==> config.mk <==
export PLATFORM = sky130hd
export DESIGN_NAME = heartbeat_tx_scheduler
export DESIGN_NICKNAME = d
export VERILOG_FILES = /design/src/rtl/hb_pkg.sv /design/src/rtl/interval_timer.sv /design/src/rtl/heartbeat_tx_scheduler.sv
export SDC_FILE = /design/constraint.sdc
export NUM_CORES = 1
export LEC_CHECK = 0
export CAP_MARGIN = 20
export CORE_ASPECT_RATIO = 1.25
export CORE_MARGIN = 2
export CORE_UTILIZATION = 43
export DETAILED_ROUTE_END_ITERATION = 10
export GPL_TIMING_DRIVEN = 0
export PLACE_DENSITY_LB_ADDON = 0.1
export SYNTH_ARGS = -nofsm -noshare
export SYNTH_HDL_FRONTEND = slang
export SYNTH_SLANG_ARGS = --single-unit
==> constraint.sdc <==
create_clock -name clk -period 3.49 [get_ports clk]
set_input_delay 0.698 -clock clk [delete_from_list [all_inputs] [get_ports clk]]
set_output_delay 0.698 -clock clk [all_outputs]
set_load 0.005 [all_outputs]
==> src/rtl/hb_pkg.sv <==
// Shared types and default widths for the heartbeat transmit scheduler.
// Holds the FSM state enumeration and the statistics saturation helper.
package hb_pkg;

  localparam int DEF_SEQ_W   = 8;
  localparam int DEF_RETRY_W = 4;
  localparam int STAT_W      = 16;
  localparam int CNT_W       = 32;

  typedef enum logic [2:0] {
    ST_IDLE,
    ST_WAIT_PERIOD,
    ST_SEND,
    ST_WAIT_ACK,
    ST_FAULT
  } hb_state_e;

  function automatic logic [STAT_W-1:0] sat_inc(input logic [STAT_W-1:0] v);
    return (v == {STAT_W{1'b1}}) ? v : v + 1'b1;
  endfunction

endpackage

==> src/rtl/interval_timer.sv <==
// Saturating cycle counter with a synchronous clear and a >= limit compare.
// Clear has priority over enable; the count never wraps past all-ones.
module interval_timer
  import hb_pkg::*;
#(
  parameter int W = CNT_W
) (
  input  logic         clk,
  input  logic         rst,
  input  logic         clear,
  input  logic         enable,
  input  logic [W-1:0] limit,
  output logic [W-1:0] count,
  output logic         expired
);

  always_ff @(posedge clk) begin
    if (!rst)
      count <= '0;
    else if (clear)
      count <= '0;
    else if (enable && (count != {W{1'b1}}))
      count <= count + 1'b1;
  end

  assign expired = (count >= limit);

endmodule

==> src/rtl/heartbeat_tx_scheduler.sv <==
// Heartbeat scheduler: periodic send, ack wait with bounded retries, sticky fault.
// Optional statistics counters are built only when HB_STATS_EN is defined.
module heartbeat_tx_scheduler
  import hb_pkg::*;
#(
  parameter int SEQ_W   = DEF_SEQ_W,
  parameter int RETRY_W = DEF_RETRY_W
) (
  input  logic               clk,
  input  logic               rst,
  input  logic               enable,
  input  logic [31:0]        period,
  input  logic [31:0]        ack_limit,
  input  logic [RETRY_W-1:0] max_retry,
  output logic               hb_valid,
  input  logic               hb_ready,
  output logic [SEQ_W-1:0]   hb_seq,
  input  logic               hb_ack,
  output logic               fault,
  output logic               busy,
  output logic [STAT_W-1:0]  hb_sent_cnt,
  output logic [STAT_W-1:0]  hb_timeout_cnt,
  output hb_state_e          dbg_state
);

  hb_state_e          state, next_state;
  logic [RETRY_W-1:0] rcnt, rcnt_nxt;
  logic               seq_inc;
  logic [CNT_W-1:0]   cnt;
  logic [CNT_W-1:0]   tmr_limit;
  logic               expired;
  logic               hs;

  // hb_valid/hb_ready: once hb_valid rises, it and hb_seq hold until a cycle
  // with both high; that cycle is the single transfer and valid drops after it.
  assign hs = hb_valid && hb_ready;

  assign tmr_limit = (state == ST_WAIT_ACK) ? ack_limit : period;

  interval_timer #(.W(CNT_W)) u_timer (
    .clk     (clk),
    .rst     (rst),
    .clear   (next_state != state),
    .enable  ((state == ST_WAIT_PERIOD) || (state == ST_WAIT_ACK)),
    .limit   (tmr_limit),
    .count   (cnt),
    .expired (expired)
  );

  always_comb begin
    next_state = state;
    rcnt_nxt   = rcnt;
    seq_inc    = 1'b0;
    case (state)
      ST_IDLE: begin
        if (enable) begin
          next_state = ST_WAIT_PERIOD;
          rcnt_nxt   = '0;
        end
      end
      ST_WAIT_PERIOD: begin
        if (!enable)      next_state = ST_IDLE;
        else if (expired) next_state = ST_SEND;
      end
      ST_SEND: begin
        if (hs) next_state = enable ? ST_WAIT_ACK : ST_IDLE;
      end
      ST_WAIT_ACK: begin
        if (!enable) begin
          next_state = ST_IDLE;
        end else if (hb_ack) begin
          // an ack arriving on the timeout cycle still counts as an ack
          next_state = ST_WAIT_PERIOD;
          rcnt_nxt   = '0;
          seq_inc    = 1'b1;
        end else if (expired) begin
          if (rcnt == max_retry) begin
            next_state = ST_FAULT;
          end else begin
            next_state = ST_SEND;
            rcnt_nxt   = rcnt + 1'b1;
          end
        end
      end
      ST_FAULT: begin
        if (!enable) next_state = ST_IDLE;
      end
      default: next_state = ST_IDLE;
    endcase
  end

  always_ff @(posedge clk) begin
    if (!rst) begin
      state    <= ST_IDLE;
      rcnt     <= '0;
      hb_seq   <= '0;
      hb_valid <= 1'b0;
      fault    <= 1'b0;
    end else begin
      state    <= next_state;
      rcnt     <= rcnt_nxt;
      hb_valid <= (next_state == ST_SEND);
      fault    <= (next_state == ST_FAULT);
      if (seq_inc) hb_seq <= hb_seq + 1'b1;
    end
  end

  assign busy      = (state != ST_IDLE);
  assign dbg_state = state;

`ifdef HB_STATS_EN
  logic timeout_hit;
  assign timeout_hit = (state == ST_WAIT_ACK) && enable && !hb_ack && expired;

  always_ff @(posedge clk) begin
    if (!rst) begin
      hb_sent_cnt    <= '0;
      hb_timeout_cnt <= '0;
    end else begin
      if (hs)          hb_sent_cnt    <= sat_inc(hb_sent_cnt);
      if (timeout_hit) hb_timeout_cnt <= sat_inc(hb_timeout_cnt);
    end
  end
`else
  assign hb_sent_cnt    = '0;
  assign hb_timeout_cnt = '0;
`endif

endmodule
After elaboration in Yosys (flattened, before gate mapping)
Index checks and enable logic that the tools add are counted.
{ "totals": {"register_bits": 49, "latchBits": 0, "ram_bits": 0, "mem_bits_ro": 0, "in_bits": 73, "output_inout_bits": 46, "wordCells": 53, "n_memories": 0} }
{ "classes": {"add_sub_neg": 3, "n_mul": 0, "div": 0, "order_cmp": 1, "eq_ne": 13, "shifts": 0, "mux": 21, "bitwise_logic": 1, "reduce_logical": 8} }
{ "ops": {"columns": ["cell", "n"], "rows": [
  ["$add A32 B1 Y32 const B", 1],
  ["$ge A32 B32 Y1", 1],
  ["$mux W32", 1],
  ["$ne A32 B32 Y1 const B", 1],
  ["$mux W3", 9],
  ["$mux W4", 5],
  ["$pmux W3 S5", 1],
  ["$eq A3 B2 Y1 const B", 3],
  ["$add A8 B1 Y8 const B", 1],
  ["$pmux W4 S2", 1],
  ["$eq A3 B3 Y1 const B", 2],
  ["$ne A3 B3 Y1 const B", 2],
  ["$reduce_and A5 Y1", 1],
  ["$add A4 B1 Y4 const B", 1],
  ["$eq A4 B4 Y1", 1],
  ["$ne A2 B2 Y1 const B", 2],
  ["$eq A3 B1 Y1 const B", 1],
  ["$logic_not A3 Y1", 1],
  ["$mux W1", 3],
  ["$ne A3 B3 Y1", 1],
  ["$reduce_bool A3 Y1", 1],
  ["$logic_and A1 B1 Y1", 2],
  ["$mux W2", 1],
  ["$reduce_bool A2 Y1", 1],
  ["3 further kinds", 3]
]} }

Longest topological paths before layout
Gate-level depths: netlist (run 1).
{ "depth": {"depth_word": 9, "mapped_depth": 13, "depth_no_buf": 10} }

By module
Synthesis (run 1) repeated with hierarchy kept, for this count alone.
{ "hier_totals": {"hier_cells": 488, "area_unflattened_um2": 3993.8} }
{ "modules_own_cells": {"columns": ["mod", "instances", "cells_per_inst", "area_each_um2", "seq_area_each_um2"], "rows": [
  ["interval_timer", 1, 308, 2413.6, 640.6],
  ["heartbeat_tx_scheduler", 1, 180, 1580.3, 340.3]
]} }

Worst setup path after synthesis (run 1)
No wires, ideal clock.
{ "synth_path": {"path_type": "reg-to-reg", "start": "register state[2] (netlist: dbg_state[2])", "end": "register rcnt[2]", "setup_ns": 0.115, "t_arrival_ns": 3.229, "required_time_ns": 3.375, "path_slack_ns": 0.146, "stages_incl_launch_ff": 13, "path_buffers": 2, "synth_period_minus_slack_ns": 3.344, "cell_sequence": "dfxtp_1 -> nand3b_1 -> clkbuf_1 -> buf_1 -> mux2i_1 -> ha_1 -> a211oi_1 -> o21ai_1 -> a41oi_1 -> o41ai_2 -> a2111oi_2 -> nor4_1 -> o21a_1"} }
{ "synth_between": {"elab_chain_len": 5, "elab_cells_between_ends": 11, "cone_classes": "order compare: 1; eq/ne: 5; mux: 2; reduce/logical: 3"} }
{ "synth_rtl": {"columns": ["element", "line_no", "source"], "rows": [
  ["from (decl)", "heartbeat_tx_scheduler.sv:26", "hb_state_e state, next_state;"],
  ["from (signal assigned)", "heartbeat_tx_scheduler.sv:100", "state <= next_state;"],
  ["$eq A3 B2 Y1", "heartbeat_tx_scheduler.sv:38, heartbeat_tx_scheduler.sv:54", null],
  ["$mux W32", "heartbeat_tx_scheduler.sv:38", "assign tmr_limit = (state == ST_WAIT_ACK) ? ack_limit : period;"],
  ["$ge A32 B32 Y1", "interval_timer.sv:26", "assign expired = (count >= limit);"],
  ["$ne A3 B3 Y1 (no line)", null, null],
  ["$reduce_and A5 Y1 (no line)", null, null],
  ["to (signal assigned)", "heartbeat_tx_scheduler.sv:101", "rcnt <= rcnt_nxt;"],
  ["to (decl)", "heartbeat_tx_scheduler.sv:27", "logic [RETRY_W-1:0] rcnt, rcnt_nxt;"]
]} }
Several ways; a longest one is shown, not always the timed one.
A chain may end at the register's enable or synchronous reset.

Worst setup path after layout (run 1)
Ends and elaborated chain as after synthesis.

==> summary.md, run 1 <==
| Metric | Value |
|---|---|
| Vias in the first global route | just over 3000 |
| Register area share after synthesis | 0.2634 |
| Placed Area | between 4000 and 5000 um^2 |
| Max Slew Vio Count | 0 |
| Crit path max fanout | 10 |
| Iteration-0 DRC Markers | between 90 and 100 |
| Non-Filler Instances | 660 |
| DP Wirelength | roughly 6.8 mm |
| Filler instances | about 760 |
| DIE WIDTH | 87.25 um |
| Yosys top cell area share | 0.2634 |
| Status | finished clean |
| Power Internal | a little over 0.8 mW |
| Power per standard cell area | 217.7 nW/um^2 |
| CP Launch Type | register |
| Total GRT Usage | 0.1751 |
| Cell mode on critical path | buf_4 |
| RR Startpoint | dbg_state[2]$_SDFF_PN0_ |
| Crit-path slowest cell | a2111oi_4 |
| Cts hold-fix bufs | 0 |
| Hold-critical path depth | 2 |
| Multi-input gate area | 2582 um^2 |
| Gpl congestion | approximately 0.8 |
| Die area | approximately 9400 um^2 |
| Fin area | 5024 um^2 |
| Most used flip-flop cell after synthesis | dfxtp_1 |
| Fin. Hold Viols | 0 |
| Clock Root Buffer | clkbuf_8 |
| Synth cell types | 57 |
| Crit path from | dbg_state[2]$_SDFF_PN0_ |
| Worst skew pair latency | between 0.3 and 0.4 ns |
| FP Rows | 37 |
| NumNets Final | 670 |
| Largest net degree at the start of global routing | 16 |
| Worst path bufs/invs | 3 |
| Num CTS Buffers | 5 |
| Comb pwr share | 0.178 |
| H-tree level count | 2 |
| Worst Path Arrival | around 3.4 ns |
| Fmax | approximately 0.31 GHz |
| Sequential Power Share | 0.512 |
| Vias | roughly 3400 |
| Yosys warning total | 0 |
| Initial Util | 0.4470 |
| Antenna violations before repair | 0 |
| Max Buffers Root-to-Sink | 2 |
| Final setup skew | 0.004423 ns |
| RSZ-0062 raised after global routing | false |
| Worst Hold Launch | rcnt[3]$_SDFFE_PN0P_ |
| Critical path's largest stage delay | between 0.4 and 0.5 ns |
| Diode count | 0 |
| Vias per cell | around 5.1 |
| Die Y | 108.1 um |
| Area leader, netlist | dfxtp_1 |
| Share of layout cells above drive strength 1 | 0.1403 |
| Clock slew at reported path FFs | roughly 0.090 ns |
| Worst min path class | reg2reg |
| Port Buffers | 85 |
| CTS tree | yes |
| Post-route clock period utilization | 0.9149 |
| Yosys reg bits | slightly below 50 |
| Max-capacitance violation count | 0 |
| Detail Route Antenna Nets | 0 |
| Lkg Pwr | about 2.2 nW |
| Layout Area Growth over Synthesis | 34.87% |
| WP depth | 13 |
| Synth async-reset ratio | 0 |
| Crit end category | register |
| Post-synth EDFFs | 0 |
| GR Overflow Total | 0 |
| Critical path class | reg2reg |
| Top delay family on crit path | compound AO/OA/AOI/OAI gates |
| Core area | approximately 8300 um^2 |
| Most area-consuming cells after synthesis | dfxtp_1 26%, ha_1 12%, mux2i_1 8.9% |
| Cells after Synth | around 430 |
| WL per Instance | roughly 13 um |
| # setup viols final | 0 |
| Seq. cell area | 984.7 um^2 |
| Placed insts | about 650 |
| Min cycle time layout | 3.193 ns |
| Post-Route WL | roughly 8.4 mm |
| First-pass GRT wire length | about 13 mm |
| Syn Area/Cell | ~8.6 um^2 |
| CP required | around 3.7 ns |
| Crit path cell chain | nand3b_1 -> buf_4 -> buf_6 -> mux2i_2 -> ha_1 -> nand4_1 -> nor2_1 -> a221oi_1 -> o211ai_1 -> buf_4 -> a2111oi_4 -> nor4_1 -> o21a_1 |
| # clock sinks | approximately 50 |
| VDD IR max | approximately 140 uV |
| Net Sw Power | roughly 0.27 mW |
| # IOs | between 100 and 150 |
| First drt pass iteration count | 4 |
| Clock Power Share | 0.310 |
| Post-Synthesis Cell Area | about 3700 um^2 |
| DRC Markers | 0 |
| Reg2reg path depth | 13 |
| Sw frac | 0.2494 |
-- path summary, 6_finish.rpt --
check	end	slack (ns)
worst max-delay path	rcnt[2]$_SDFFE_PN0P_	0.30
worst min-delay path	rcnt[3]$_SDFFE_PN0P_	0.49
worst min register to register	rcnt[3]$_SDFFE_PN0P_	0.49
worst max register to register	rcnt[2]$_SDFFE_PN0P_	0.30
-- metal layers --
layer / track usage / routed length, um
met5: 0 / 0
met3: 0.03206 / 412
met1: 0.2023 / 3484
met2: 0.3193 / 4334
met4: 0.05824 / 126
-- synthesized netlist by cell type (all sizes together) (2+ instances only) --
cell type  instances
nor2              62
dfxtp             49
buf               38
ha                35
mux2i             33
nand2             31
xor2              27
a21oi             21
nand4             18
nand3             16
xnor2             14
o21ai             12
inv                7
nor4               6
and3               5
clkbuf             5
or3                5
o211ai             4
a211oi             3
nand2b             3
nor2b              3
nor3               3
o21a               3
o31a               3
o31ai              3
a21boi             2
a221oi             2
and2               2
and4               2
nand3b             2
o41ai              2
or4                2
-- cell usage in the layout (no fill, tap or decap), types with 6 or more instances in the layout --
cell type / instances
a21oi_1: 21
buf_4: 38
clkbuf_8: 6
clkdlybuf4s50_1: 85
conb_1: 32
dfxtp_1: 48
ha_1: 35
inv_1: 7
mux2i_1: 31
nand2_1: 31
nand3_1: 16
nand4_1: 17
nor2_1: 51
nor2_2: 6
o21ai_0: 11
xnor2_1: 14
xor2_1: 27
-- cell type report --
cell class,instances,area share
buffer,42,0.06426
clock buffer,5,0.01370
clock inverter,3,0.003487
inverter,8,0.005978
multi-input combinational,365,0.5141
sequential,49,0.1960
tap,97,0.02416
timing repair buffer,91,0.1783
-- worst min-delay path, delay by kind of cell, from the launching register on --
kind,cells,cell delay [ns]
compound gates,2,0.11
flops,1,0.34
-- stage by stage --
stage            util  TNS (ns)  hold slack, ns  power (mW)  setup slack, ns
2_1_floorplan       -         0          0.4624      0.6665           0.1460
3_3_place_gp   0.5776    -34.93          0.4694      0.7620          -0.9365
3_5_place_dp   0.5776    -34.30          0.4831      0.7653          -0.9340
4_1_cts        0.5953         0          0.4969       1.103          0.01907
5_1_grt        0.6029         0          0.5116       1.143          0.01300
6_report       0.6029         0          0.4912       1.094           0.2971
-- cells by family after synthesis --
kind of cell,after synthesis,share of synthesized area
and+or+nand+nor,163,0.2298
AOI/OAI and AO/OA,60,0.1112
buffers and inverters,51,0.08901
DFF,49,0.2634
xor gates and xnor gates,41,0.09641
adders and majority gates,35,0.1176
muxes,34,0.09170
other,1,0.001007
-- power groups by stage --
stage	Sequential [mW]	Combinational [mW]	Clock, mW
4_1_cts	0.561	0.193	0.349
6_report	0.560	0.195	0.339
3_3_place_gp	0.574	0.188	0
5_1_grt	0.560	0.215	0.367
3_5_place_dp	0.574	0.191	0
2_1_floorplan	0.574	0.0927	0
-- state kept, by name, summed over array words and instances, names as in the netlist --
name,count
hb_seq,8
u_timer.count,32
hb_valid,1
dbg_state,3
rcnt,4
fault,1
-- timing repair --
action,CTS,global route
pin swaps,1,5
setup buffers,4,2
gates resized for setup,11,11
setup endpoints to repair,41,37
Power figures use the tool's default switching activity.
==> inputs of run 2 (changes only) <==
--- a/config.mk
+++ b/config.mk
@@ -11,6 +11,7 @@
 export CORE_UTILIZATION = 43
 export DETAILED_ROUTE_END_ITERATION = 10
 export GPL_TIMING_DRIVEN = 0
+export MAX_ROUTING_LAYER = met4
 export PLACE_DENSITY_LB_ADDON = 0.1
 export SYNTH_ARGS = -nofsm -noshare
 export SYNTH_HDL_FRONTEND = slang
==> summary.md, run 2 (same netlist as run 1, synthesis figures left out) <==
| Metric | Value |
|---|---|
| Status | finished clean |
| NumNets Final | 670 |
| Biggest register | u_timer.count |
| Sw frac | 0.2495 |
| GR Overflow Total | 0 |
| RSZ-0062 raised after global routing | false |
| Clock Root Buffer | clkbuf_8 |
| Gpl congestion | ~0.80 |
| Total GRT Usage | 0.1799 |
| Max FFs per register | 32 |
| Commonest non-fill, non-tap cell in the layout | clkdlybuf4s50_1 |
| Worst skew pair latency | between 0.3 and 0.4 ns |
| Power Internal | roughly 0.82 mW |
| Placed Area | between 4000 and 5000 um^2 |
| Fin. Hold Viols | 0 |
| Iteration-0 DRC Markers | 83 |
| Vias per cell | 5.121 |
| # IOs | between 100 and 150 |
| DRC Markers | 0 |
| Fmax | 0.3133 GHz |
| CP required | 3.70 ns |
| Fin Hold WS | around 0.49 ns |
| Diode count | 0 |
| First drt pass iteration count | 4 |
| Net Sw Power | about 0.27 mW |
| Power per standard cell area | ~220 nW/um^2 |
| Commonest non-fill, non-tap cells in the layout | 85 x clkdlybuf4s50_1, 51 x nor2_1, 48 x dfxtp_1, 38 x buf_4, 35 x ha_1 |
| Critical path class | reg2reg |
| Clock slew at reported path FFs | roughly 0.09 ns |
| Max Buffers Root-to-Sink | 2 |
| Num CTS Buffers | 5 |
| Crit end category | register |
| Post-route clock period utilization | 0.9147 |
| Comb pwr share | 0.178 |
| Core area | approximately 8300 um^2 |
| Detail Route Antenna Nets | 0 |
| Fin area | about 5000 um^2 |
| Die area | between 9000 and 10000 um^2 |
| Die Y | 108.1 um |
| Max Slew Vio Count | 0 |
| DIE WIDTH | 87.25 um |
| CTS tree | yes |
| Largest registers | u_timer.count: 32 flops, hb_seq: 8 flops, rcnt: 4 flops |
| Port Buffers | 85 |
| PnR worst setup slack | about 0.30 ns |
| # setup viols final | 0 |
| Clock Power Share | 0.310 |
| Util after Layout | 0.6029 |
| CP Launch Type | register |
| Min cycle time layout | 3.192 ns |
| DP Wirelength | a little under 7 mm |
| Worst Path Arrival | around 3.4 ns |
| WL per Instance | 12.68 um |
| Initial Util | 0.4470 |
| VDD IR max | about 140 uV |
| Max-capacitance violation count | 0 |
| Post-Route WL | approximately 8.4 mm |
| Largest net degree at the start of global routing | 16 |
| FP Rows | 37 |
| Layout Area Growth over Synthesis | 34.87% |
| # clock sinks | just under 50 |
| First-pass GRT wire length | between 10 and 15 mm |
| Share of layout cells above drive strength 1 | 0.1403 |
| Lkg Pwr | 2.225 nW |
| Post-Place Worst Slack | -0.9340 ns |
| Crit path max fanout | 10 |
| Worst min path class | reg2reg |
| Vias | about 3400 |
| Sequential Power Share | 0.512 |
| Vias in the first global route | ~3000 |
| Pwr Total | approximately 1.1 mW |
| H-tree level count | 2 |
| Final setup skew | approximately 0.0025 ns |
| Antenna violations before repair | 0 |
==> run 2: layout make-up <==
class                   count  area [um^2]
inverters                   8        30.03
fillers                   763         3309
clock inverters             3        17.52
repair buffers             91        895.9
multi-input cells         365         2582
flip-flops and latches     49        984.7
plain buffers              42        322.8
clock buffers               5        68.82
well taps                  97        121.4
==> run 2: power by group through the flow <==
stage / Combinational (mW) / Sequential [mW] / Clock (mW)
after floorplan: 0.0927 / 0.574 / 0
after global placement: 0.188 / 0.574 / 0
after detailed placement: 0.191 / 0.574 / 0
after CTS: 0.193 / 0.561 / 0.349
after global routing: 0.215 / 0.560 / 0.366
final: 0.195 / 0.560 / 0.339
==> run 2: through the flow <==
| step | setup TNS [ns] | instances |
|---|---|---|
| detailed placement | -34.30 | 647 |
| CTS | 0 | 658 |
| global placement | -34.93 | 647 |
| floorplan | 0 | 465 |
| global route | 0 | 660 |
| finish | 0 | 660 |
==> run 2: layer usage <==
metal,vias up,global-route usage,routed length (um)
li1,1735,-,-
met1,1551,0.2019,3468
met2,86,0.3193,4363
met3,8,0.03206,437
met4,0,0.05824,97
met5,-,-,0
==> run 2: worst paths after layout <==
| check | startpoint | to | slack (ns) | cells after the start |
|---|---|---|---|---|
| worst max register to register | dbg_state[2]$_SDFF_PN0_ | rcnt[2]$_SDFFE_PN0P_ | 0.30 | 13 |
| worst min-delay path | rcnt[3]$_SDFFE_PN0P_ | rcnt[3]$_SDFFE_PN0P_ | 0.49 | 2 |
| worst max-delay path | dbg_state[2]$_SDFF_PN0_ | rcnt[2]$_SDFFE_PN0P_ | 0.30 | 13 |
| worst min register to register | rcnt[3]$_SDFFE_PN0P_ | rcnt[3]$_SDFFE_PN0P_ | 0.49 | 2 |
==> run 2: what timing repair did <==
| item | CTS | global route |
|---|---|---|
| pin swaps | 1 | 5 |
| setup endpoints to repair | 41 | 37 |
| resized for setup | 11 | 11 |
| hold buffers | 0 | 0 |
| gates cloned | 0 | 0 |
| buffers inserted | 4 | 2 |
==> run 2: critical path, stage by stage, from the launching register on <==
cell and delay (ns):
dfxtp_4 0.40, nand3b_1 0.13, buf_4 0.17, buf_6 0.20, mux2i_2 0.27, ha_1 0.30, nand4_1 0.19, nor2_1 0.08
a221oi_1 0.25, o211ai_1 0.22, buf_4 0.19, a2111oi_4 0.41, nor4_1 0.10, o21a_1 0.18
==> inputs of run 3 (changes only) <==
--- a/config.mk
+++ b/config.mk
@@ -7,7 +7,7 @@
 export LEC_CHECK = 0
 export CAP_MARGIN = 20
 export CORE_ASPECT_RATIO = 1.25
-export CORE_MARGIN = 2
+export CORE_MARGIN = 10
 export CORE_UTILIZATION = 43
 export DETAILED_ROUTE_END_ITERATION = 10
 export GPL_TIMING_DRIVEN = 0
==> summary.md, run 3 (same netlist as run 1, synthesis figures left out) <==
| Metric | Value |
|---|---|
| Iteration-0 DRC Markers | between 50 and 60 |
| Max Slew Vio Count | 0 |
| Net Sw Power | 0.2850 mW |
| Num CTS Buffers | 5 |
| Placed insts | 647 |
| Worst min path class | reg2reg |
| Final setup skew | slightly below 0.006 ns |
| Cell mode on critical path | buf_4 |
| Antenna violations before repair | 0 |
| Placed Area | 4813 um^2 |
| Post-Route WL | approximately 9.3 mm |
| Crit end category | register |
| Max-capacitance violation count | 0 |
| First drt pass iteration count | 4 |
| Initial Util | 0.4470 |
| CP required | approximately 3.7 ns |
| Port Buffers | between 80 and 90 |
| FP Rows | 37 |
| Max FFs per register | 32 |
| Fmax | slightly above 0.3 GHz |
| Fin area | around 5100 um^2 |
| WL per Instance | between 10 and 15 um |
| Layout Area Growth over Synthesis | 35.84% |
| First-pass GRT wire length | approximately 15 mm |
| Clock slew at reported path FFs | roughly 0.1 ns |
| Diode count | 0 |
| Fin Hold WS | just under 0.5 ns |
| Crit path cell chain | nand3b_1 -> buf_4 -> buf_4 -> mux2_2 -> ha_1 -> nor2b_1 -> o21ai_1 -> a41oi_2 -> o41ai_4 -> buf_4 -> a2111oi_4 -> or4_1 -> a21boi_1 |
| Crit-path slowest cell | or4_1 |
| Pwr Total | 1.183 mW |
| Largest registers | u_timer.count: 32 flops, hb_seq: 8 flops, rcnt: 4 flops |
| Vias | approximately 3300 |
| Die Y | 124.1 um |
| H-tree level count | 2 |
| DP Wirelength | between 7 and 8 mm |
| Biggest register | u_timer.count |
| Detail Route Antenna Nets | 0 |
| Util after Layout | 0.6072 |
| Commonest non-fill, non-tap cells in the layout | 85 x clkdlybuf4s50_1, 51 x nor2_1, 48 x dfxtp_1, 42 x buf_4, 35 x ha_1 |
| Max Buffers Root-to-Sink | 2 |
| Die area | approximately 13000 um^2 |
| Power per standard cell area | ~230 nW/um^2 |
| DRC Markers | 0 |
| Total GRT Usage | 0.1462 |
| Worst Path Arrival | 3.54 ns |
| Crit path max fanout | 10 |
| VDD IR max | between 150 and 200 uV |
| DIE WIDTH | approximately 100 um |
| CTS tree | yes |
| NumNets Final | ~670 |
| Post-Place Worst Slack | -0.9599 ns |
| Sequential Power Share | 0.474 |
| Largest net degree at the start of global routing | 17 |
| Gpl congestion | between 0.8 and 0.9 |
| Commonest non-fill, non-tap cell in the layout | clkdlybuf4s50_1 |
| Sw frac | 0.2409 |
| Worst skew pair latency | roughly 0.31 ns |
| RSZ-0062 raised after global routing | false |
| Status | finished clean |
| Non-Filler Instances | about 660 |
| PnR worst setup slack | roughly 0.19 ns |
| GR Overflow Total | 0 |
| Comb pwr share | 0.167 |
| Clock Power Share | 0.360 |
| Vias per cell | a little over 5 |
| Min cycle time layout | around 3.3 ns |
| Post-route clock period utilization | 0.9449 |
| Share of layout cells above drive strength 1 | 0.1436 |
| Vias in the first global route | roughly 3200 |
| Final setup TNS | 0 ns |
| # clock sinks | 49 |
| Fin. Hold Viols | 0 |
| Critical path class | reg2reg |
| Core area | about 8300 um^2 |
| # IOs | between 100 and 150 |
| Critical path's largest stage delay | ~0.52 ns |
| Clock Root Buffer | clkbuf_8 |
| # setup viols final | 0 |
| CP Launch Type | register |
| Lkg Pwr | between 2 and 2.5 nW |
| Power Internal | ~0.9 mW |
==> run 3: changes by cell type in the layout (fill, tap and decap cells not counted) <==
| cell | before | now |
|---|---|---|
| clkinv_2 | 2 | 1 |
| inv_6 | 0 | 1 |
| buf_4 | 38 | 42 |
| buf_2 | 1 | 0 |
| clkinvlp_4 | 1 | 0 |
| bufinv_16 | 0 | 1 |
| a21oi_1 | 21 | 20 |
| clkbuf_4 | 1 | 0 |
| a21oi_2 | 0 | 1 |
| buf_6 | 4 | 3 |
==> run 3: per-layer routing <==
metal  routed length [um]  global-route usage  up-vias
met4                  138             0.03136        0
met1                 3961              0.1616     1532
met5                    0                   -        -
met2                 4819              0.2660       69
li1                     -                   -     1731
met3                  411             0.02604        9
==> run 3: final timing paths <==
check / to / cells past startpoint / slack (ns) / startpoint
setup / recovery: rcnt[3]$_SDFFE_PN0P_ / 13 / 0.19 / dbg_state[2]$_SDFF_PN0_
hold / removal: hb_seq[7]$_SDFFE_PN0P_ / 2 / 0.49 / hb_seq[7]$_SDFFE_PN0P_
setup reg to reg: rcnt[3]$_SDFFE_PN0P_ / 13 / 0.19 / dbg_state[2]$_SDFF_PN0_
hold reg to reg: hb_seq[7]$_SDFFE_PN0P_ / 2 / 0.49 / hb_seq[7]$_SDFFE_PN0P_
==> run 3: critical path, delay by kind of cell (launching register included) <==
kind	cells	cell delay, ns
compound gates	5	0.87
fa+ha+maj	1	0.27
buf+inv	3	0.56
flops	1	0.38
mux	1	0.27
simple gates	3	0.87
==> run 3: power groups by stage <==
stage               registers, mW  clock network [mW]  logic [mW]
floorplan                   0.574                   0      0.0927
global placement            0.574                   0       0.188
detailed placement          0.574                   0       0.191
CTS                         0.561               0.430       0.193
global route                0.561               0.453       0.218
finish                      0.560               0.426       0.197
==> run 3: timing repair <==
item | in CTS | in global routing
setup buffers | 5 | 3
pin swaps | 1 | 4
gates cloned | 0 | 0
hold buffers | 0 | 0
endpoints found under the setup margin | 41 | 39
resized for setup | 15 | 13
==> run 3: area by class of cell <==
class,count,area (um^2)
tap,97,121.4
inverter,8,30.03
clock buffer,5,68.82
multi-input combinational,365,2586
fill,769,3273
sequential,49,984.7
timing repair buffer,93,910.9
clock inverter,3,43.79
buffer,41,314.1
